**src/rtl/sobel_frame_ctrl.sv**
```systemverilog
// Frame controller between the UART receiver and the Sobel core: header parse, pixel forwarding, result count, error recovery.
// Optional idle-timeout abort is enabled by defining SOBEL_CTRL_TIMEOUT_EN.
module sobel_frame_ctrl #(
   parameter int MAX_WIDTH      = 640,
   parameter int TIMEOUT_CYCLES = 1000000
) (
   input  logic        clk,
   input  logic        rst_n,
   input  logic [7:0]  rx_data,
   input  logic        rx_valid,
   input  logic        rx_err,
   output logic [7:0]  px_data,
   output logic        px_valid,
   input  logic        px_ready,
   output logic [15:0] cfg_width,
   output logic [15:0] cfg_height,
   output logic        cfg_load,
   output logic        core_clr,
   input  logic        res_valid,
   output logic        busy,
   output logic        frame_done,
   output logic        err,
   output logic [1:0]  err_code
);

   localparam logic [3:0] S_HDR0   = 4'd0;
   localparam logic [3:0] S_HDR1   = 4'd1;
   localparam logic [3:0] S_HDR2   = 4'd2;
   localparam logic [3:0] S_HDR3   = 4'd3;
   localparam logic [3:0] S_CFG    = 4'd4;
   localparam logic [3:0] S_STREAM = 4'd5;
   localparam logic [3:0] S_DRAIN  = 4'd6;
   localparam logic [3:0] S_DONE   = 4'd7;
   localparam logic [3:0] S_ERR    = 4'd8;

   localparam logic [1:0] E_NONE = 2'd0;
   localparam logic [1:0] E_HDR  = 2'd1;
   localparam logic [1:0] E_RX   = 2'd2;
   localparam logic [1:0] E_TO   = 2'd3;

   localparam logic [15:0] MAX_W = 16'(MAX_WIDTH);

   logic [3:0]  state, state_nxt;
   logic [1:0]  ecode_nxt;
   logic [7:0]  w_lo, w_hi, h_lo;
   logic        hdr_ok;
   logic [31:0] pix_total, res_total;
   logic [31:0] pix_cnt, res_cnt, pix_cnt_nxt, res_cnt_nxt;
   logic [15:0] hdr_w, hdr_h;
   logic        hdr_valid, fwd, res_hit, timeout;

   // Height high byte is still on rx_data, so the header is judged as it arrives.
   assign hdr_w     = {w_hi, w_lo};
   assign hdr_h     = {rx_data, h_lo};
   assign hdr_valid = (hdr_w >= 16'd3) && (hdr_w <= MAX_W) && (hdr_h >= 16'd3);

   assign fwd     = (state == S_STREAM) && rx_valid && px_ready && !rx_err;
   assign res_hit = res_valid && ((state == S_STREAM) || (state == S_DRAIN));

   assign pix_cnt_nxt = (fwd && (pix_cnt != '1)) ? pix_cnt + 32'd1 : pix_cnt;
   assign res_cnt_nxt = (res_hit && (res_cnt != '1)) ? res_cnt + 32'd1 : res_cnt;

`ifdef SOBEL_CTRL_TIMEOUT_EN
   localparam logic [19:0] TO_LIM = 20'(TIMEOUT_CYCLES - 1);

   logic [19:0] idle_cnt;
   logic        idle_run;

   assign idle_run = (state == S_HDR1) || (state == S_HDR2) || (state == S_HDR3) ||
                     (state == S_STREAM) || (state == S_DRAIN);
   assign timeout  = idle_run && !rx_valid && !res_valid && (idle_cnt == TO_LIM);

   always_ff @(posedge clk or negedge rst_n) begin
      if (!rst_n)
         idle_cnt <= '0;
      else if (!idle_run || rx_valid || res_valid)
         idle_cnt <= '0;
      else if (idle_cnt != TO_LIM)
         idle_cnt <= idle_cnt + 20'd1;
   end
`else
   assign timeout = 1'b0;
`endif

   always_comb begin
      // NOTE: every combinational output gets a default first so no path leaves it unassigned (no latch).
      state_nxt = state;
      ecode_nxt = E_NONE;
      case (state)
         S_HDR0:   if (rx_valid) state_nxt = S_HDR1;
         S_HDR1:   if (rx_valid) state_nxt = S_HDR2;
         S_HDR2:   if (rx_valid) state_nxt = S_HDR3;
         S_HDR3:   if (rx_valid) state_nxt = S_CFG;
         S_CFG: begin
            if (hdr_ok) begin
               state_nxt = S_STREAM;
            end else begin
               state_nxt = S_ERR;
               ecode_nxt = E_HDR;
            end
         end
         S_STREAM: begin
            if (rx_valid && !px_ready) begin
               state_nxt = S_ERR;
               ecode_nxt = E_RX;
            end else if (pix_cnt_nxt == pix_total) begin
               state_nxt = S_DRAIN;
            end
         end
         S_DRAIN:  if (res_cnt_nxt == res_total) state_nxt = S_DONE;
         S_DONE:   state_nxt = S_HDR0;
         S_ERR:    state_nxt = S_HDR0;
         default:  state_nxt = S_HDR0;
      endcase
      if (timeout) begin
         state_nxt = S_ERR;
         ecode_nxt = E_TO;
      end
      // Receiver errors take priority over any byte presented in the same cycle.
      if (rx_err && (state != S_HDR0)) begin
         state_nxt = S_ERR;
         ecode_nxt = E_RX;
      end
   end

   // NOTE: sequential state uses non-blocking assignments so all registers update from pre-edge values.
   always_ff @(posedge clk or negedge rst_n) begin
      if (!rst_n) begin
         state      <= S_HDR0;
         w_lo       <= '0;
         w_hi       <= '0;
         h_lo       <= '0;
         hdr_ok     <= 1'b0;
         pix_total  <= '0;
         res_total  <= '0;
         pix_cnt    <= '0;
         res_cnt    <= '0;
         px_data    <= '0;
         px_valid   <= 1'b0;
         cfg_width  <= '0;
         cfg_height <= '0;
         cfg_load   <= 1'b0;
         core_clr   <= 1'b0;
         busy       <= 1'b0;
         frame_done <= 1'b0;
         err        <= 1'b0;
         err_code   <= E_NONE;
      end else begin
         state      <= state_nxt;
         px_valid   <= fwd;
         cfg_load   <= 1'b0;
         core_clr   <= (state_nxt == S_ERR);
         frame_done <= (state_nxt == S_DONE);
         busy       <= (state_nxt != S_HDR0) && (state_nxt != S_DONE) && (state_nxt != S_ERR);

         if (fwd)
            px_data <= rx_data;

         if ((state == S_HDR0) && (state_nxt == S_HDR1)) w_lo <= rx_data;
         if ((state == S_HDR1) && (state_nxt == S_HDR2)) w_hi <= rx_data;
         if ((state == S_HDR2) && (state_nxt == S_HDR3)) h_lo <= rx_data;

         if ((state == S_HDR3) && (state_nxt == S_CFG)) begin
            hdr_ok <= hdr_valid;
            if (hdr_valid) begin
               cfg_width  <= hdr_w;
               cfg_height <= hdr_h;
               cfg_load   <= 1'b1;
            end
         end

         // A good header clears the sticky error together with the load strobe.
         if ((state == S_HDR3) && (state_nxt == S_CFG) && hdr_valid) begin
            err      <= 1'b0;
            err_code <= E_NONE;
         end else if (state_nxt == S_ERR) begin
            err      <= 1'b1;
            err_code <= ecode_nxt;
         end

         if (state == S_CFG) begin
            pix_total <= 32'(cfg_width) * 32'(cfg_height);
            res_total <= 32'(cfg_width - 16'd2) * 32'(cfg_height - 16'd2);
            pix_cnt   <= '0;
            res_cnt   <= '0;
         end else begin
            pix_cnt <= pix_cnt_nxt;
            res_cnt <= res_cnt_nxt;
         end
      end
   end

endmodule
```
**config.mk**
```make
export PLATFORM = sky130hd
export DESIGN_NAME = sobel_frame_ctrl
export DESIGN_NICKNAME = d
export VERILOG_FILES = /design/src/rtl/sobel_frame_ctrl.sv
export SDC_FILE = /design/constraint.sdc
export NUM_CORES = 2
export LEC_CHECK = 0
export ABC_AREA = 0
export BUFFER_PORTS_ARGS = -buffer_cell sky130_fd_sc_hd__clkbuf_2
export CORE_ASPECT_RATIO = 1.5
export CORE_MARGIN = 5
export CORE_UTILIZATION = 35
export CTS_CLUSTER_DIAMETER = 30
export DETAILED_ROUTE_END_ITERATION = 10
export PLACE_DENSITY = 0.47
export SYNTH_ARGS = -nofsm -noshare
export SYNTH_HDL_FRONTEND = slang
export SYNTH_SLANG_ARGS = --single-unit
```
**constraint.sdc**
```tcl
create_clock -name clk -period 12.21 [get_ports clk]
set_input_delay 1.221 -clock clk [delete_from_list [all_inputs] [get_ports clk]]
set_output_delay 1.221 -clock clk [all_outputs]
set_load 0.01 [all_outputs]
```
==> flow_metrics.py <==
metrics = {
    "outcome": {
        "status": "completed",
    },
    "sta": {
        "slew-limit-headroom_pct": 23.9,
        "hold_viol": 0,
        "finalSetupViolCount": 0,
        "drv_slew": 0,
        "worst_slack_ps": 2270,
        "period_share_pct": 81.4,
        "rsz0062_at_grt": "false",
        "layout_min_cycle_time_ps": 9940,
        "tns_ps": 0,
        "worstMarginPinSlew_ps": 1140,
        "finClkSkew_ps": 43.0,
        "fmax_ghz": 0.101,
    },
    "pwr": {
        "power.share.clock_pct": 51.3,
        "p_leak_nw": 16.2,
        "powerDensity_nw_per_um2": 67.0,
        "p_int_mw": 1.60,
        "swShare_pct": 29.4,
        "switchingPower_mw": 0.666,
        "ir_drop_uv": 98.9,
        "pwr-share-seq_pct": 35.8,
        "combPwrFrac_pct": 12.9,
    },
    "drt": {
        "num_vias": 24143,
        "drcViolationCount": 0,
        "ant_nets": 0,
        "vias_per_cell": 5.16,
        "drt-initial-drc-count": 1318,
        "dr.pass1.iters": 8,
        "drt-total-wl_mm": 96.8,
        "wl_per_cell_um": 20.7,
    },
    "setup_path": {
        "rr_worst_depth": 30,
        "path_class": "reg2reg",
        "worst_ep_arrival_time_ps": 10320,
        "end_kind": "flop",
        "crit_required_ps": 12590,
        "max_stage_delay_ps": 930,
        "crit_fanout": 18,
        "crit_slowest_cell": "xnor2_1",
        "start_kind": "flop",
    },
    "floorplan": {
        "row_count": 133,
        "dieArea_um2": 94400,
        "start_util_pct": 35.2,
        "die_w_um": 252,
        "core_area_um2": 87700,
        "ios": 62,
        "die_h_um": 374,
    },
    "synthesis": {
        "synth-edff-count": 0,
        "synth_ff_type": "dfrtp_1",
        "yosysTopAreaCell": "fa_1",
        "synth-seq-cells": 204,
        "synth_top_area_share_pct": 30.9,
        "syn_nets": 4188,
        "synth.distinct_cells": 95,
        "synth_area_leaders": "fa_1 31%, dfrtp_1 17%, ha_1 7.7%",
        "syn_area_per_cell_um2": 8.80,
        "syn-instance-count": 3508,
        "postSynth.asyncResetShare_pct": 100,
        "syn-cell-area_um2": 30900,
        "synth-seq-area-share_pct": 16.5,
        "yosys_warnings": 0,
    },
    "grt": {
        "grt_first_pass_wirelength_mm": 153,
        "track_usage_pct": 20.7,
        "globalRouteOverflowTotal": 0,
        "first_global_vias": 25894,
        "antenna_found_initial": 1,
        "grt_max_degree": 83,
    },
    "clock_network": {
        "cts_hold_buf": 0,
        "postCtsResizedCells": 0,
        "clk_latency_ps": 570,
        "postCtsSetupRepairBufs": 0,
        "cts_tree": "built",
        "clk_pin_slew_worst_paths_ps": 50,
        "clk_path_buf_depth": 3,
        "cts-buffers-inserted": 41,
        "cts.htree.levels": 2,
        "clock_sinks": 204,
        "cts_root_buf": "clkbuf_16",
    },
    "finish": {
        "n_antenna_cell": 0,
        "regArea_um2": 5100,
        "fillers": 8921,
        "syn_to_final_growth_pct": 9.54,
        "layout-drive-gt1-share_pct": 7.70,
        "final_nets": 4183,
        "final_cell_mix": "578 x nand2_1, 558 x inv_1, 476 x fa_1",
        "mostFrequentLayoutCell": "nand2_1",
        "multi_input_area_um2": 23000,
    },
    "min_path": {
        "hold_class": "reg2reg",
        "worstHoldPathCells": 2,
    },
    "place": {
        "gp_congestion": 0.911,
        "portBuffers": 61,
        "post-place-ws_ps": 2120,
        "dp_hpwl_mm": 76.0,
    },
    "flow_run": {
        "maxCapViolCount": 0,
    },
}
## path summary, 6_finish.rpt
path,from,endpoint,slack (ps)
min in group asynchronous,rst_n,pix_total[29],630
worst max-delay path,cfg_width[2],res_total[31],2270
worst min register to register,px_data[2],px_data[2],470
max in group asynchronous,rst_n,res_total[23],9320
worst min-delay path,px_data[2],px_data[2],470
worst max register to register,cfg_width[2],res_total[31],2270
## critical path, delay by kind of cell (launching register included)
kind | cells | cell delay, ps
AO/OA/AOI/OAI | 7 | 1500
flip-flops | 1 | 590
XOR/XNOR | 2 | 1090
AND/OR/NAND/NOR | 7 | 2660
buffers and inverters | 6 | 480
adder cells (fa/ha/maj) | 8 | 3400
## layout make-up
class / instances / area share [%]
clock buffers: 44 / 3.16
repair buffers: 120 / 2.24
well taps: 1147 / 4.24
inverters: 560 / 6.22
clock inverters: 30 / 1.00
flip-flops and latches: 204 / 15.1
multi-input cells: 2576 / 68.0
## power by group through the flow
stage / clock, mW / sequential, mW / combinational, mW
3_5_place_dp: 0 / 0.821 / 0.294
3_3_place_gp: 0 / 0.822 / 0.292
5_1_grt: 1.22 / 0.822 / 0.323
4_1_cts: 1.20 / 0.811 / 0.295
2_1_floorplan: 0 / 0.783 / 0.223
6_report: 1.16 / 0.812 / 0.292
## per-stage QoR
stage,cell area [um2],utilization (%),hold slack (ps),total power [mW],instances
finish,33800,38.6,472,2.27,4681
global placement,32400,37.0,461,1.11,4607
global route,33800,38.6,485,2.37,4681
CTS,33800,38.6,477,2.30,4681
floorplan,30900,-,447,1.01,3508
detailed placement,32400,37.0,462,1.11,4607
## registers in the layout, indices dropped and copies added (netlist names), 2 cells and up
signal and count:
err_code 2, pix_cnt 32, w_lo 8, state 4, res_cnt 32, pix_total 32, h_lo 8, cfg_height 16
w_hi 8, cfg_width 16, res_total 31, px_data 8
## cells by family after synthesis
group           after synthesis  synth area share [%]
fa+ha+maj                   666                  38.6
xor+xnor                    221                  6.58
compound gates              361                  7.86
mux                          35                  1.35
simple gates               1293                  20.0
flops                       204                  16.5
buf+inv                     728                  9.16
## synth_stat cells, types with 10 or more instances
cell type  instances
nand2_1          578
inv_1            558
fa_1             476
nor2_1           224
dfrtp_1          204
ha_1             190
clkbuf_1         134
and2_1           133
xnor2_1          127
o21ai_0          103
xor2_1            87
a21oi_1           61
nand3_1           60
nor3_1            47
nand4_1           40
nand2b_1          39
nor4_1            39
mux2_2            21
a21o_1            20
a31oi_1           19
nor2b_1           18
o211ai_1          17
or4_1             16
a211oi_1          15
buf_1             15
o31ai_1           15
and4_1            14
or3_1             13
and3_1            12
o2111ai_1         12
buf_2             11
o21a_1            11
o21bai_1          11
nand3b_1          10
## metal layers
metal  GRT usage, %  vias to the layer above  wire length (um)
met5              0                        -                 0
met4           8.66                        0              4810
met3           2.03                      207              3270
met2           36.2                      517             48700
met1           26.0                    12296             40000
li1               -                    11123                 -
No activity file was read; power rests on OpenSTA's default activity.
